`src/rtl/integrator_arbiter_if.sv`:
```
`default_nettype none
// ---------------------------------------------------------------------------
// integrator_arbiter_if : sample-lane and dump-port bundle for integrator_arbiter
// Rev 1.0
// ---------------------------------------------------------------------------
interface integrator_arbiter_if #(
  parameter int N = 16,
  parameter int M = 20,
  parameter int K = 4
) ();
  localparam int CW = $clog2(K);

  logic [K*N-1:0] in;
  logic [K-1:0]   in_valid;
  logic [K-1:0]   in_ready;
  logic [M-1:0]   out;
  logic [CW-1:0]  out_ch;
  logic           out_valid;
  logic           out_ready;

  modport master (
    output in, in_valid, out_ready,
    input  in_ready, out, out_ch, out_valid
  );

  modport slave (
    input  in, in_valid, out_ready,
    output in_ready, out, out_ch, out_valid
  );
endinterface
`default_nettype wire

```
`src/rtl/integrator_arbiter.sv`:
```
`default_nettype none
// ---------------------------------------------------------------------------
// integrator_arbiter : K-channel round-robin integrate-and-dump on one adder
// Rev 1.0
// ---------------------------------------------------------------------------
module integrator_arbiter #(
  parameter int N = 16,
  parameter int M = 20,
  parameter int K = 4,
  parameter int D = 8
) (
  input wire clk,
  input wire clr,
  integrator_arbiter_if.slave bus
);
  localparam int CW       = $clog2(K);
  localparam int CNTW     = $clog2(D);
  localparam int CNT_LAST = D - 1;

  typedef enum logic [0:0] {
    SLOT_EMPTY = 1'b0,
    SLOT_FULL  = 1'b1
  } slot_t;

  logic signed [M-1:0] r_acc [K];
  logic [CNTW-1:0]     r_cnt [K];
  logic [CW-1:0]       r_rr;
  logic signed [M-1:0] r_out;
  logic [CW-1:0]       r_out_ch;
  slot_t               r_slot;
  slot_t               w_slot_nxt;

  logic                w_out_valid;
  logic                w_drain;
  logic [K-1:0]        w_elig;
  logic [CW-1:0]       w_gnt;
  logic                w_gnt_vld;
  int                  w_idx;
  logic                w_xfer;
  logic                w_last;
  logic                w_dump;
  logic signed [N-1:0] w_smp;
  logic signed [M-1:0] w_smp_ext;
  logic signed [M-1:0] w_sum;
  logic [CW-1:0]       w_rr_nxt;

  assign w_out_valid = (r_slot == SLOT_FULL);
  assign w_drain     = w_out_valid & bus.out_ready;

  // A channel on its last sample waits only while the slot is full and not draining.
  for (genvar i = 0; i < K; i++) begin : g_elig
    assign w_elig[i] = bus.in_valid[i] &
                       ~((r_cnt[i] == CNTW'(CNT_LAST)) & w_out_valid & ~bus.out_ready);
  end

  always_comb begin
    w_gnt     = '0;
    w_gnt_vld = 1'b0;
    w_idx     = 0;
    for (int j = 0; j < K; j++) begin
      w_idx = int'(r_rr) + j;
      if (w_idx >= K) begin
        w_idx = w_idx - K;
      end
      if (!w_gnt_vld && w_elig[CW'(w_idx)]) begin
        w_gnt_vld = 1'b1;
        w_gnt     = CW'(w_idx);
      end
    end
  end

  assign w_xfer    = w_gnt_vld & ~clr;
  assign w_smp     = bus.in[w_gnt*N +: N];
  assign w_smp_ext = M'(w_smp);
  assign w_sum     = r_acc[w_gnt] + w_smp_ext;
  assign w_last    = (r_cnt[w_gnt] == CNTW'(CNT_LAST));
  assign w_dump    = w_xfer & w_last;
  assign w_rr_nxt  = (w_gnt == CW'(K - 1)) ? '0 : w_gnt + 1'b1;

  always_comb begin
    w_slot_nxt = r_slot;
    case (r_slot)
      SLOT_EMPTY: if (w_dump) w_slot_nxt = SLOT_FULL;
      SLOT_FULL:  if (!w_dump && w_drain) w_slot_nxt = SLOT_EMPTY;
      default:    w_slot_nxt = SLOT_EMPTY;
    endcase
  end

  always_ff @(posedge clk) begin
    if (clr) begin
      for (int i = 0; i < K; i++) begin
        r_acc[i] <= '0;
        r_cnt[i] <= '0;
      end
      r_rr     <= '0;
      r_out    <= '0;
      r_out_ch <= '0;
      r_slot   <= SLOT_EMPTY;
    end else begin
      r_slot <= w_slot_nxt;
      if (w_xfer) begin
        r_rr <= w_rr_nxt;
        if (w_last) begin
          r_acc[w_gnt] <= '0;
          r_cnt[w_gnt] <= '0;
          r_out        <= w_sum;
          r_out_ch     <= w_gnt;
        end else begin
          r_acc[w_gnt] <= w_sum;
          r_cnt[w_gnt] <= r_cnt[w_gnt] + 1'b1;
        end
      end
    end
  end

  assign bus.in_ready  = w_xfer ? (K'(1) << w_gnt) : '0;
  assign bus.out       = r_out;
  assign bus.out_ch    = r_out_ch;
  assign bus.out_valid = w_out_valid;

endmodule
`default_nettype wire

```
`src/flat_wrapper.sv`:
```
// flat-port wrapper written by rule: the top's interface ports become plain ports
module integrator_arbiter_flat 
#(
  parameter int N = 16,
  parameter int M = 20,
  parameter int K = 4,
  parameter int D = 8
)
  (clk, clr, bus_in, bus_in_valid, bus_out_ready, bus_in_ready, bus_out, bus_out_ch, bus_out_valid);
  integrator_arbiter_if #(.N(N), .M(M), .K(K)) bus_i ();
  input wire clk;
  input wire clr;
  input wire logic [$bits(bus_i.in)-1:0] bus_in;
  input wire logic [$bits(bus_i.in_valid)-1:0] bus_in_valid;
  input wire logic [$bits(bus_i.out_ready)-1:0] bus_out_ready;
  output wire logic [$bits(bus_i.in_ready)-1:0] bus_in_ready;
  output wire logic [$bits(bus_i.out)-1:0] bus_out;
  output wire logic [$bits(bus_i.out_ch)-1:0] bus_out_ch;
  output wire logic [$bits(bus_i.out_valid)-1:0] bus_out_valid;
  assign bus_i.in = bus_in;
  assign bus_i.in_valid = bus_in_valid;
  assign bus_i.out_ready = bus_out_ready;
  assign bus_in_ready = bus_i.in_ready;
  assign bus_out = bus_i.out;
  assign bus_out_ch = bus_i.out_ch;
  assign bus_out_valid = bus_i.out_valid;
  integrator_arbiter #(.N(N), .M(M), .K(K), .D(D)) u_core (.clk(clk), .clr(clr), .bus(bus_i));
endmodule
```
`config.mk`:
```
export PLATFORM = sky130hd
export DESIGN_NAME = integrator_arbiter_flat
export DESIGN_NICKNAME = d
export VERILOG_FILES = /design/src/rtl/integrator_arbiter_if.sv /design/src/rtl/integrator_arbiter.sv /design/src/flat_wrapper.sv
export SDC_FILE = /design/constraint.sdc
export NUM_CORES = 1
export LEC_CHECK = 0
export ABC_AREA = 1
export CAP_MARGIN = 20
export CORE_MARGIN = 3
export CORE_UTILIZATION = 30
export CTS_BUF_LIST = sky130_fd_sc_hd__clkbuf_16
export CTS_CLUSTER_SIZE = 10
export DETAILED_ROUTE_END_ITERATION = 10
export GPL_ROUTABILITY_DRIVEN = 0
export PLACE_DENSITY = 0.6
export SYNTH_ARGS = -nofsm -noshare
export SYNTH_HDL_FRONTEND = slang
export SYNTH_SLANG_ARGS = --single-unit
```
`constraint.sdc`:
```
create_clock -name clk -period 5.3 [get_ports clk]
set_clock_uncertainty 0.15 [all_clocks]
set_input_delay 0.795 -clock clk [delete_from_list [all_inputs] [get_ports clk]]
set_output_delay 0.795 -clock clk [all_outputs]
set_load 0.02 [all_outputs]
```
* Yosys cells after proc, flatten, opt, wreduce, memory -nomap -nowiden *
Memories as Yosys holds them, arrays and structs flattened.
Index checks and enable logic that the tools add are counted.

storage, ports and cells
  flip-flop bits (word level) = 25
  memories kept = 2
  input port bits = 71
  memory bits (writable) = 92

cells by class
  add/sub/neg operators = 10
  equality and inequality tests = 6
  muxes and demuxes = 47
  order comparisons = 8
  reduce and logical (&&, ||, !) cells = 11
  bitwise operators = 24
  shift operators = 2

memories
  name          depth  bits a word  rd ports  clocked after memory_dff  wr ports  RTL line                  source
  u_core.r_acc  4      20           1         0                         4         integrator_arbiter.sv:25  logic signed [M-1:0] r_acc [K];
  u_core.r_cnt  4      3            5         0                         4         integrator_arbiter.sv:26  logic [CNTW-1:0] r_cnt [K];

operators with widths
  cell                 count
  $shiftx 64x7->16     1
  $mux 20              2
  $mux 1               26
  $mux 2               11
  $add 20x16->20       1
  $reduce_or 20->1     1
  $lt 2x4->1 const B   4
  $and 1x1->1          15
  $eq 3x3->1 const B   5
  $ge 3x3->1 const B   3
  $bmux 1 s2           4
  $sub 2x1->2 const B  4
  $not 1->1            7
  $add 2x2->3 const B  2
  $mux 3               2
  $logic_and 1x1->1    4
  $logic_not 1->1      4
  $mux 4               1
  $shl 1x2->4 const A  1
  $add 2x1->3 const B  1
  $add 3x1->3 const B  1
  $ge 2x3->1 const B   1
  $reduce_or 3->1      1
  $add 2x1->2 const B  1
  other kinds (4)      5

* Longest topological paths before layout *
Gate-level depths: netlist of the first run.
An unclocked memory read counts as a cell.

  depth in word-level cells = 28
  depth in mapped cells = 30

* Least setup slack after synthesis of the first run *
Ideal clock, no wire load.

  path kind = input -> register
  start point = input bus_out_ready
  end point = memory u_core.r_acc[2][17], data pin
  path buffers = 3
  data required time = 5011 ps
  data arrival time = 4214 ps
  cell stages on the path = 27
  path slack = 797 ps
  path through = nor2_2 > nand2_1 > nand3_1 > nand2_1 > o21ai_0 > nand4_2 > nand2_2 > nand2_2 > buf_6 > inv_4 > buf_6 > clkbuf_2 > o21ai_0 > o22ai_1 > ha_1 > a21oi_1 > o21ai_0 > nand2_1 > o211ai_1 > a21oi_1 > inv_1 > a21oi_1 > o21ai_0 > or2_2 > nand2_1 > nand2_1 > nor2_1

RTL lines
  element          RTL line                  source
  start, declared  flat_wrapper.sv:15        input wire logic [$bits(bus_i.out_ready)-1:0] bus_out_ready;
  end, declared    integrator_arbiter.sv:25

==> results of run 1 <==
[metal layers]
layer | vias to the layer above | part of all wire, %
met5 | - | 0
met4 | 0 | 1.6
met3 | 26 | 6.0
met2 | 194 | 47
met1 | 2817 | 45
li1 | 2987 | -
[worst max path at each step]
| stage | startpoint | endpoint | depth (start not counted) |
|---|---|---|---|
| 3_5_place_dp | bus_out_ready | u_core.r_acc[1][17]$_SDFFCE_PN0P_ | 27 |
| 3_3_place_gp | bus_out_ready | u_core.r_acc[1][17]$_SDFFCE_PN0P_ | 27 |
| 6_report | bus_out_ready | u_core.r_acc[1][17]$_SDFFCE_PN0P_ | 30 |
| 2_1_floorplan | bus_out_ready | u_core.r_acc[2][17]$_SDFFCE_PN0P_ | 27 |
| 5_1_grt | bus_out_ready | u_core.r_acc[0][17]$_SDFFCE_PN0P_ | 30 |
| 4_1_cts | bus_out_ready | u_core.r_acc[1][17]$_SDFFCE_PN0P_ | 27 |
[synth_stat cells, types with 2 or more instances]
cell type,instances
nand2_2,4
o22ai_1,34
edfxtp_1,92
o211ai_1,2
nand4_1,4
buf_6,3
a21oi_1,26
dfxtp_1,25
clkbuf_2,2
inv_1,61
or2_1,2
o21bai_1,2
clkbuf_1,15
or2_2,3
o21ai_0,92
xor2_1,11
nand2_1,112
inv_2,5
xnor2_1,5
nand3_1,49
nor2_1,178
a32oi_2,2
buf_2,19
ha_1,25
nor2_2,4
a31oi_1,5
nor3_1,3
[critical path: cells and delay by family]
| kind | cells | cell delay [ns] |
|---|---|---|
| adder cells (fa/ha/maj) | 1 | 0.30 |
| AND/OR/NAND/NOR | 16 | 1.66 |
| AO/OA/AOI/OAI | 7 | 1.04 |
| buffers and inverters | 6 | 1.13 |
[cells by family (layout without fill, tap and decap cells)]
logic type	count (synthesis)	after routing	share of synthesized area, %
AOI/OAI and AO/OA	170	170	14.3
and+or+nand+nor	361	361	22.3
adders and majority gates	26	26	5.01
buffers and inverters	108	254	6.93
xor gates and xnor gates	17	17	2.36
DFF	117	117	49.1
[per-stage QoR]
stage | cells | instance area [sq um]
after floorplan | 799 | 6640
after global routing | 1220 | 8880
after detailed placement | 1188 | 8260
after CTS | 1220 | 8860
final | 1220 | 8880
after global placement | 1188 | 8260
[final cells by class]
type / instances / area, sq um / share of cell area [%]
inverters: 67 / 256 / 2.89
clock inverters: 15 / 173 / 1.94
repair buffers: 155 / 1480 / 16.6
well taps: 275 / 344 / 3.87
multi-input cells: 574 / 2940 / 33.1
flip-flops and latches: 117 / 3260 / 36.7
clock buffers: 17 / 425 / 4.79
[sequential cells by signal (all words and copies together), names as in the netlist]
name and cells:
u_core.r_cnt 12, u_core.r_acc 80, u_core.r_rr 2, u_core.bus.out_ch 2, u_core.bus.out 20, u_core.bus.out_valid 1
==> impl_metrics.xml, run 1 <==
<?xml version="1.0" encoding="UTF-8"?>
<metrics>
  <group name="critical_path">
    <metric name="regToRegSetupSlack" unit="ns">0.79</metric>
    <metric name="critPathRequiredTime" unit="ns">5.42</metric>
    <metric name="critPathMaxStageDelay" unit="ns">0.45</metric>
    <metric name="worst-r2r-cell-count" unit="">24</metric>
    <metric name="cpMaxStageDelayCell" unit="">clkdlybuf4s50_1</metric>
    <metric name="worstSetupPathType" unit="">in2reg</metric>
    <metric name="critPathMaxFanout" unit="">17</metric>
    <metric name="startpoint_type" unit="">primary input</metric>
    <metric name="rr_startpoint" unit="">u_core.r_rr[0]$_SDFFE_PP0P_</metric>
    <metric name="end_kind" unit="">flip-flop</metric>
    <metric name="cp_data_arrival_time" unit="ns">4.95</metric>
    <metric name="r2r_end" unit="">u_core.r_acc[1][17]$_SDFFCE_PN0P_</metric>
    <metric name="cp_common_cell" unit="">nand2_1</metric>
  </group>
  <group name="timing">
    <metric name="drv_slew" unit="">0</metric>
    <metric name="period_utilization_post_route" unit="%">91.0</metric>
    <metric name="worst_pin_slew" unit="ns">0.634</metric>
    <metric name="final_period_minus_worst_setup_slack" unit="ns">4.82</metric>
    <metric name="grt_setup_unrepaired" unit="">false</metric>
    <metric name="worst_hold_slack" unit="ns">0.315</metric>
    <metric name="setup_viol" unit="">0</metric>
    <metric name="relSlewSlack" unit="%">57.7</metric>
    <metric name="achievable-frequency" unit="MHz">207</metric>
    <metric name="fin_ws" unit="ns">0.476</metric>
    <metric name="finalSetupTns" unit="ns">0</metric>
    <metric name="finalHoldViolCount" unit="">0</metric>
  </group>
  <group name="worst_hold_path">
    <metric name="hold_crit_endpoint" unit="">u_core.bus.out[12]$_SDFFE_PP0P_</metric>
    <metric name="min_path_cells" unit="">2</metric>
    <metric name="hold_start" unit="">u_core.bus.out[12]$_SDFFE_PP0P_</metric>
    <metric name="holdCritPathClass" unit="">reg2reg</metric>
  </group>
  <group name="outcome">
    <metric name="run_status" unit="">finished clean</metric>
  </group>
  <group name="yosys">
    <metric name="ys_seq_elements" unit="">117</metric>
    <metric name="syn-num-nets" unit="">896</metric>
    <metric name="synth_top_cell_area_share" unit="%">41.6</metric>
    <metric name="postSynthAreaPerCell" unit="sq um">8.31</metric>
    <metric name="asyncSetResetFlopFracSynth" unit="%">0</metric>
    <metric name="synth.area.top_cells" unit="">edfxtp_1 42%, nor2_1 10%, dfxtp_1 7.5%</metric>
    <metric name="mappedNetlistArea" unit="sq um">6640</metric>
    <metric name="yosys_warnings" unit="">0</metric>
    <metric name="post_synth_inst_count" unit="">799</metric>
    <metric name="netlist-cell-type-count" unit="">41</metric>
    <metric name="post-synth-top-area-cell" unit="">edfxtp_1</metric>
    <metric name="yosys_most_used_dff" unit="">edfxtp_1</metric>
    <metric name="synth_edf_count" unit="">92</metric>
    <metric name="synth_seq_area_share" unit="%">49.1</metric>
  </group>
  <group name="global_routing">
    <metric name="globalRoute.busiestLayer" unit="">met2</metric>
    <metric name="global_route.usage.met2" unit="%">27.0</metric>
    <metric name="globalRouteMet1Util" unit="%">21.7</metric>
    <metric name="grtUsageTotal" unit="%">16.5</metric>
    <metric name="antenna_found_initial" unit="">0</metric>
    <metric name="fraction_of_met3_tracks_used_by_global_routing" unit="%">4.06</metric>
    <metric name="grt_start_max_net_pins" unit="">37</metric>
    <metric name="first_global_vias" unit="">5698</metric>
    <metric name="overflow" unit="">0</metric>
    <metric name="grt_pass1_wl" unit="microns">30700</metric>
  </group>
  <group name="placement">
    <metric name="port-buffer-count" unit="">97</metric>
    <metric name="dp.final_hpwl" unit="microns">14000</metric>
    <metric name="detailedPlace.worstSlack" unit="ns">-0.0532</metric>
  </group>
  <group name="cells_and_area">
    <metric name="layout.core_utilization" unit="%">41.6</metric>
    <metric name="number_of_inserted_filler_cells_in_the_final_layout" unit="">2136</metric>
    <metric name="insertedDiodeCount" unit="">0</metric>
    <metric name="synthToLayoutAreaGrowth" unit="%">33.8</metric>
    <metric name="most-common-layout-cells" unit="">178 x nor2_1, 112 x nand2_1, 97 x clkdlybuf4s50_1</metric>
    <metric name="post_route_cells_drive_above_1_share" unit="%">11.4</metric>
    <metric name="layout.nets" unit="">1029</metric>
    <metric name="layout_commonest_cell" unit="">nor2_1</metric>
  </group>
  <group name="detailed_routing">
    <metric name="vias" unit="">6024</metric>
    <metric name="post-route-drc-count" unit="">0</metric>
    <metric name="route.antenna.remaining_nets" unit="">0</metric>
    <metric name="post_drt_via_cell_ratio" unit="">4.94</metric>
    <metric name="wire_per_inst" unit="microns">16.1</metric>
    <metric name="drt-initial-drc-count" unit="">403</metric>
    <metric name="drt-pass1-iter-count" unit="">5</metric>
    <metric name="wl" unit="microns">19600</metric>
  </group>
  <group name="clock_network">
    <metric name="numCtsBuffers" unit="">17</metric>
    <metric name="cts_htree_levels" unit="">4</metric>
    <metric name="cts_root_buf" unit="">clkbuf_16</metric>
    <metric name="clk_pin_slew" unit="ns">0.05</metric>
    <metric name="holdBufCountCts" unit="">0</metric>
    <metric name="cells_resized_by_post_cts_repair" unit="">0</metric>
    <metric name="tritoncts" unit="">built</metric>
    <metric name="post-cts-setup-buffers" unit="">0</metric>
    <metric name="number_of_buffers_on_the_longest_clock_path" unit="">2</metric>
    <metric name="numClockSinks" unit="">117</metric>
    <metric name="clk-insertion-delay-late" unit="ns">0.42</metric>
  </group>
  <group name="floorplan">
    <metric name="coreArea" unit="sq um">21400</metric>
    <metric name="num_rows" unit="">53</metric>
    <metric name="overall_die_width" unit="microns">155</metric>
    <metric name="initial_utilization" unit="%">31.1</metric>
    <metric name="die_area" unit="sq um">24000</metric>
    <metric name="die_h" unit="microns">155</metric>
    <metric name="io-pin-count" unit="">98</metric>
  </group>
  <group name="job">
    <metric name="drv.max_cap_violation_count" unit="">0</metric>
  </group>
</metrics>
Power of run 1 is left out: the tool's default activity adds up to more than one toggle a clock period on the data nets, which glitch-free logic cannot reach.
==> inputs of run 2 (changes only) <==
--- a/config.mk
+++ b/config.mk
@@ -10,6 +10,7 @@
 export CORE_MARGIN = 3
 export CORE_UTILIZATION = 30
 export CTS_BUF_LIST = sky130_fd_sc_hd__clkbuf_16
+export CTS_CLUSTER_DIAMETER = 120
 export CTS_CLUSTER_SIZE = 10
 export DETAILED_ROUTE_END_ITERATION = 10
 export GPL_ROUTABILITY_DRIVEN = 0
==> constraint.sdc (replaced) <==
create_clock -name clk -period 5.3 [get_ports clk]
set_clock_uncertainty 0.15 [all_clocks]
set_input_delay 0.795 -clock clk [delete_from_list [all_inputs] [get_ports clk]]
set_output_delay 0.795 -clock clk [all_outputs]
set_load 0.1 [all_outputs]
==> run 2 against run 1 <==
First-iteration DRC count is 8.7% higher; utilization increased by 0.57 points; final cell count rose by 0.57%; register-to-register slack lost 0.37 ns; via count down 0.51%; sequential share of layout area is 0.50 points lower; design area up 1.4%; global-route usage barely moved; routed wire length is 3.4% higher.
==> impl_metrics.xml, run 2 (same netlist as run 1, synthesis figures left out) <==
<?xml version="1.0" encoding="UTF-8"?>
<metrics>
  <group name="timing">
    <metric name="worst_pin_slew" unit="ns">0.989</metric>
    <metric name="period_utilization_post_route" unit="%">94.2</metric>
    <metric name="setup_viol" unit="">0</metric>
    <metric name="achievable-frequency" unit="MHz">200</metric>
    <metric name="relSlewSlack" unit="%">33.9</metric>
    <metric name="fin_ws" unit="ns">0.308</metric>
    <metric name="grt_setup_unrepaired" unit="">false</metric>
    <metric name="final_period_minus_worst_setup_slack" unit="ns">4.99</metric>
    <metric name="drv_slew" unit="">0</metric>
    <metric name="finalHoldViolCount" unit="">0</metric>
  </group>
  <group name="critical_path">
    <metric name="critPathRequiredTime" unit="ns">5.31</metric>
    <metric name="cp_common_cell" unit="">nand2_1</metric>
    <metric name="startpoint_type" unit="">primary input</metric>
    <metric name="critPathMaxStageDelay" unit="ns">0.42</metric>
    <metric name="end_kind" unit="">flip-flop</metric>
    <metric name="critPathMaxFanout" unit="">30</metric>
    <metric name="cp_top_family" unit="">simple AND/OR/NAND/NOR gates</metric>
    <metric name="worstSetupPathType" unit="">in2reg</metric>
    <metric name="cp_data_arrival_time" unit="ns">5.00</metric>
    <metric name="crit_buf_inv" unit="">6</metric>
    <metric name="cpMaxStageDelayCell" unit="">clkdlybuf4s50_1</metric>
  </group>
  <group name="clock_network">
    <metric name="numClockSinks" unit="">117</metric>
    <metric name="cts_htree_levels" unit="">4</metric>
    <metric name="number_of_buffers_on_the_longest_clock_path" unit="">2</metric>
    <metric name="numCtsBuffers" unit="">17</metric>
    <metric name="cts_root_buf" unit="">clkbuf_16</metric>
    <metric name="clk_pin_slew" unit="ns">0.05</metric>
    <metric name="clk-insertion-delay-late" unit="ns">0.42</metric>
    <metric name="holdBufCountCts" unit="">0</metric>
    <metric name="tritoncts" unit="">built</metric>
  </group>
  <group name="cells_and_area">
    <metric name="layout.core_utilization" unit="%">42.2</metric>
    <metric name="number_of_inserted_filler_cells_in_the_final_layout" unit="">2124</metric>
    <metric name="stdcell_area" unit="sq um">9000</metric>
    <metric name="insertedDiodeCount" unit="">0</metric>
    <metric name="post_route_cells_drive_above_1_share" unit="%">12.7</metric>
    <metric name="layout_commonest_cell" unit="">nor2_1</metric>
    <metric name="synthToLayoutAreaGrowth" unit="%">35.6</metric>
    <metric name="max_flop_register" unit="">u_core.r_acc</metric>
    <metric name="most-common-layout-cells" unit="">178 x nor2_1, 111 x nand2_1, 93 x clkdlybuf4s50_1</metric>
    <metric name="largest_reg_flops" unit="">80</metric>
    <metric name="layout.nets" unit="">1036</metric>
  </group>
  <group name="floorplan">
    <metric name="die_h" unit="microns">155</metric>
    <metric name="die_area" unit="sq um">24000</metric>
    <metric name="num_rows" unit="">53</metric>
    <metric name="overall_die_width" unit="microns">155</metric>
    <metric name="io-pin-count" unit="">98</metric>
    <metric name="initial_utilization" unit="%">31.1</metric>
    <metric name="coreArea" unit="sq um">21400</metric>
  </group>
  <group name="detailed_routing">
    <metric name="wl" unit="microns">20300</metric>
    <metric name="drt-initial-drc-count" unit="">438</metric>
    <metric name="vias" unit="">5993</metric>
    <metric name="post_drt_via_cell_ratio" unit="">4.88</metric>
    <metric name="wire_per_inst" unit="microns">16.5</metric>
    <metric name="drt-pass1-iter-count" unit="">5</metric>
    <metric name="route.antenna.remaining_nets" unit="">0</metric>
    <metric name="post-route-drc-count" unit="">0</metric>
  </group>
  <group name="global_routing">
    <metric name="globalRoute.busiestLayer" unit="">met2</metric>
    <metric name="globalRouteMet1Util" unit="%">20.9</metric>
    <metric name="first_global_vias" unit="">5818</metric>
    <metric name="global_route.usage.met2" unit="%">28.3</metric>
    <metric name="grtUsageTotal" unit="%">16.5</metric>
    <metric name="grt_start_max_net_pins" unit="">37</metric>
    <metric name="fraction_of_met3_tracks_used_by_global_routing" unit="%">3.78</metric>
    <metric name="overflow" unit="">0</metric>
    <metric name="grt_pass1_wl" unit="microns">30600</metric>
    <metric name="antenna_found_initial" unit="">0</metric>
  </group>
  <group name="outcome">
    <metric name="run_status" unit="">finished clean</metric>
  </group>
  <group name="placement">
    <metric name="dp.final_hpwl" unit="microns">14100</metric>
    <metric name="post_dp_cell_area" unit="sq um">8350</metric>
    <metric name="port-buffer-count" unit="">97</metric>
    <metric name="detailedPlace.worstSlack" unit="ns">-0.230</metric>
  </group>
  <group name="job">
    <metric name="drv.max_cap_violation_count" unit="">0</metric>
  </group>
  <group name="worst_hold_path">
    <metric name="holdCritPathClass" unit="">reg2reg</metric>
  </group>
</metrics>
## run 2: cell count changes in the layout (fill, tap and decap cells not counted), moves of 2 or more
cell / change
nand2_2: +2
inv_1: -2
buf_6: -2
buf_12: +6
clkinv_2: +2
clkdlybuf4s50_1: -4
buf_4: +6
clkinvlp_4: -2
## run 2: layer usage
metal / wire, microns / up-vias / part of all wire, %
li1: - / 3001 / -
met1: 8690 / 2822 / 43
met2: 10200 / 156 / 50
met3: 1210 / 14 / 6.0
met4: 185 / 0 / 0.91
met5: 0 / - / 0
## run 2: cell type report
type | count | area, sq um | share of cell area [%]
Clock buffer | 17 | 425 | 4.72
Clock inverter | 15 | 194 | 2.15
Inverter | 67 | 254 | 2.82
Multi-Input combinational cell | 575 | 2950 | 32.7
Sequential cell | 117 | 3260 | 36.2
Tap cell | 275 | 344 | 3.82
Timing Repair Buffer | 161 | 1580 | 17.5
## run 2: what timing repair did
item                                    CTS  global route
buffers inserted                          0             2
endpoints found under the setup margin    0            30
resized for setup                         0             2
## run 2: worst paths after layout
kind / slack (ns) / cells after the start / end / from
worst max-delay path: 0.31 / 26 / u_core.r_acc[2][10]$_SDFFCE_PN0P_ / bus_out_ready
worst min-delay path: 0.31 / 2 / u_core.bus.out_ch[1]$_SDFFE_PP0P_ / u_core.bus.out_ch[1]$_SDFFE_PP0P_
worst max register to register: 0.42 / 22 / u_core.r_acc[2][10]$_SDFFCE_PN0P_ / u_core.r_rr[0]$_SDFFE_PP0P_
worst min register to register: 0.31 / 2 / u_core.bus.out_ch[1]$_SDFFE_PP0P_ / u_core.bus.out_ch[1]$_SDFFE_PP0P_
## run 2: worst register-to-register path: stages, from the launching register on
cell and delay (ns):
dfxtp_1 0.55, xor2_2 0.58, inv_2 0.09, nand3_2 0.10
nand2_2 0.07, buf_4 0.15, a21oi_1 0.18, nand2_2 0.08
nand2_2 0.17, buf_4 0.31, nor2_1 0.09, o22ai_1 0.21
ha_1 0.32, a21oi_1 0.18, nand2_1 0.11, nand2_1 0.07
o211ai_1 0.11, a31oi_1 0.25, buf_4 0.17, xor2_1 0.35
nor2_1 0.14, inv_1 0.12, nor2_1 0.05
## run 2: per-stage QoR
| step | hold slack [ns] | TNS, ns | cells |
|---|---|---|---|
| 2_1_floorplan | 0.475 | 0 | 799 |
| 3_3_place_gp | 0.301 | -2.11 | 1192 |
| 3_5_place_dp | 0.307 | -2.97 | 1192 |
| 4_1_cts | 0.316 | 0 | 1224 |
| 5_1_grt | 0.345 | 0 | 1227 |
| 6_report | 0.313 | 0 | 1227 |
Power of run 2 is left out for the same reason.
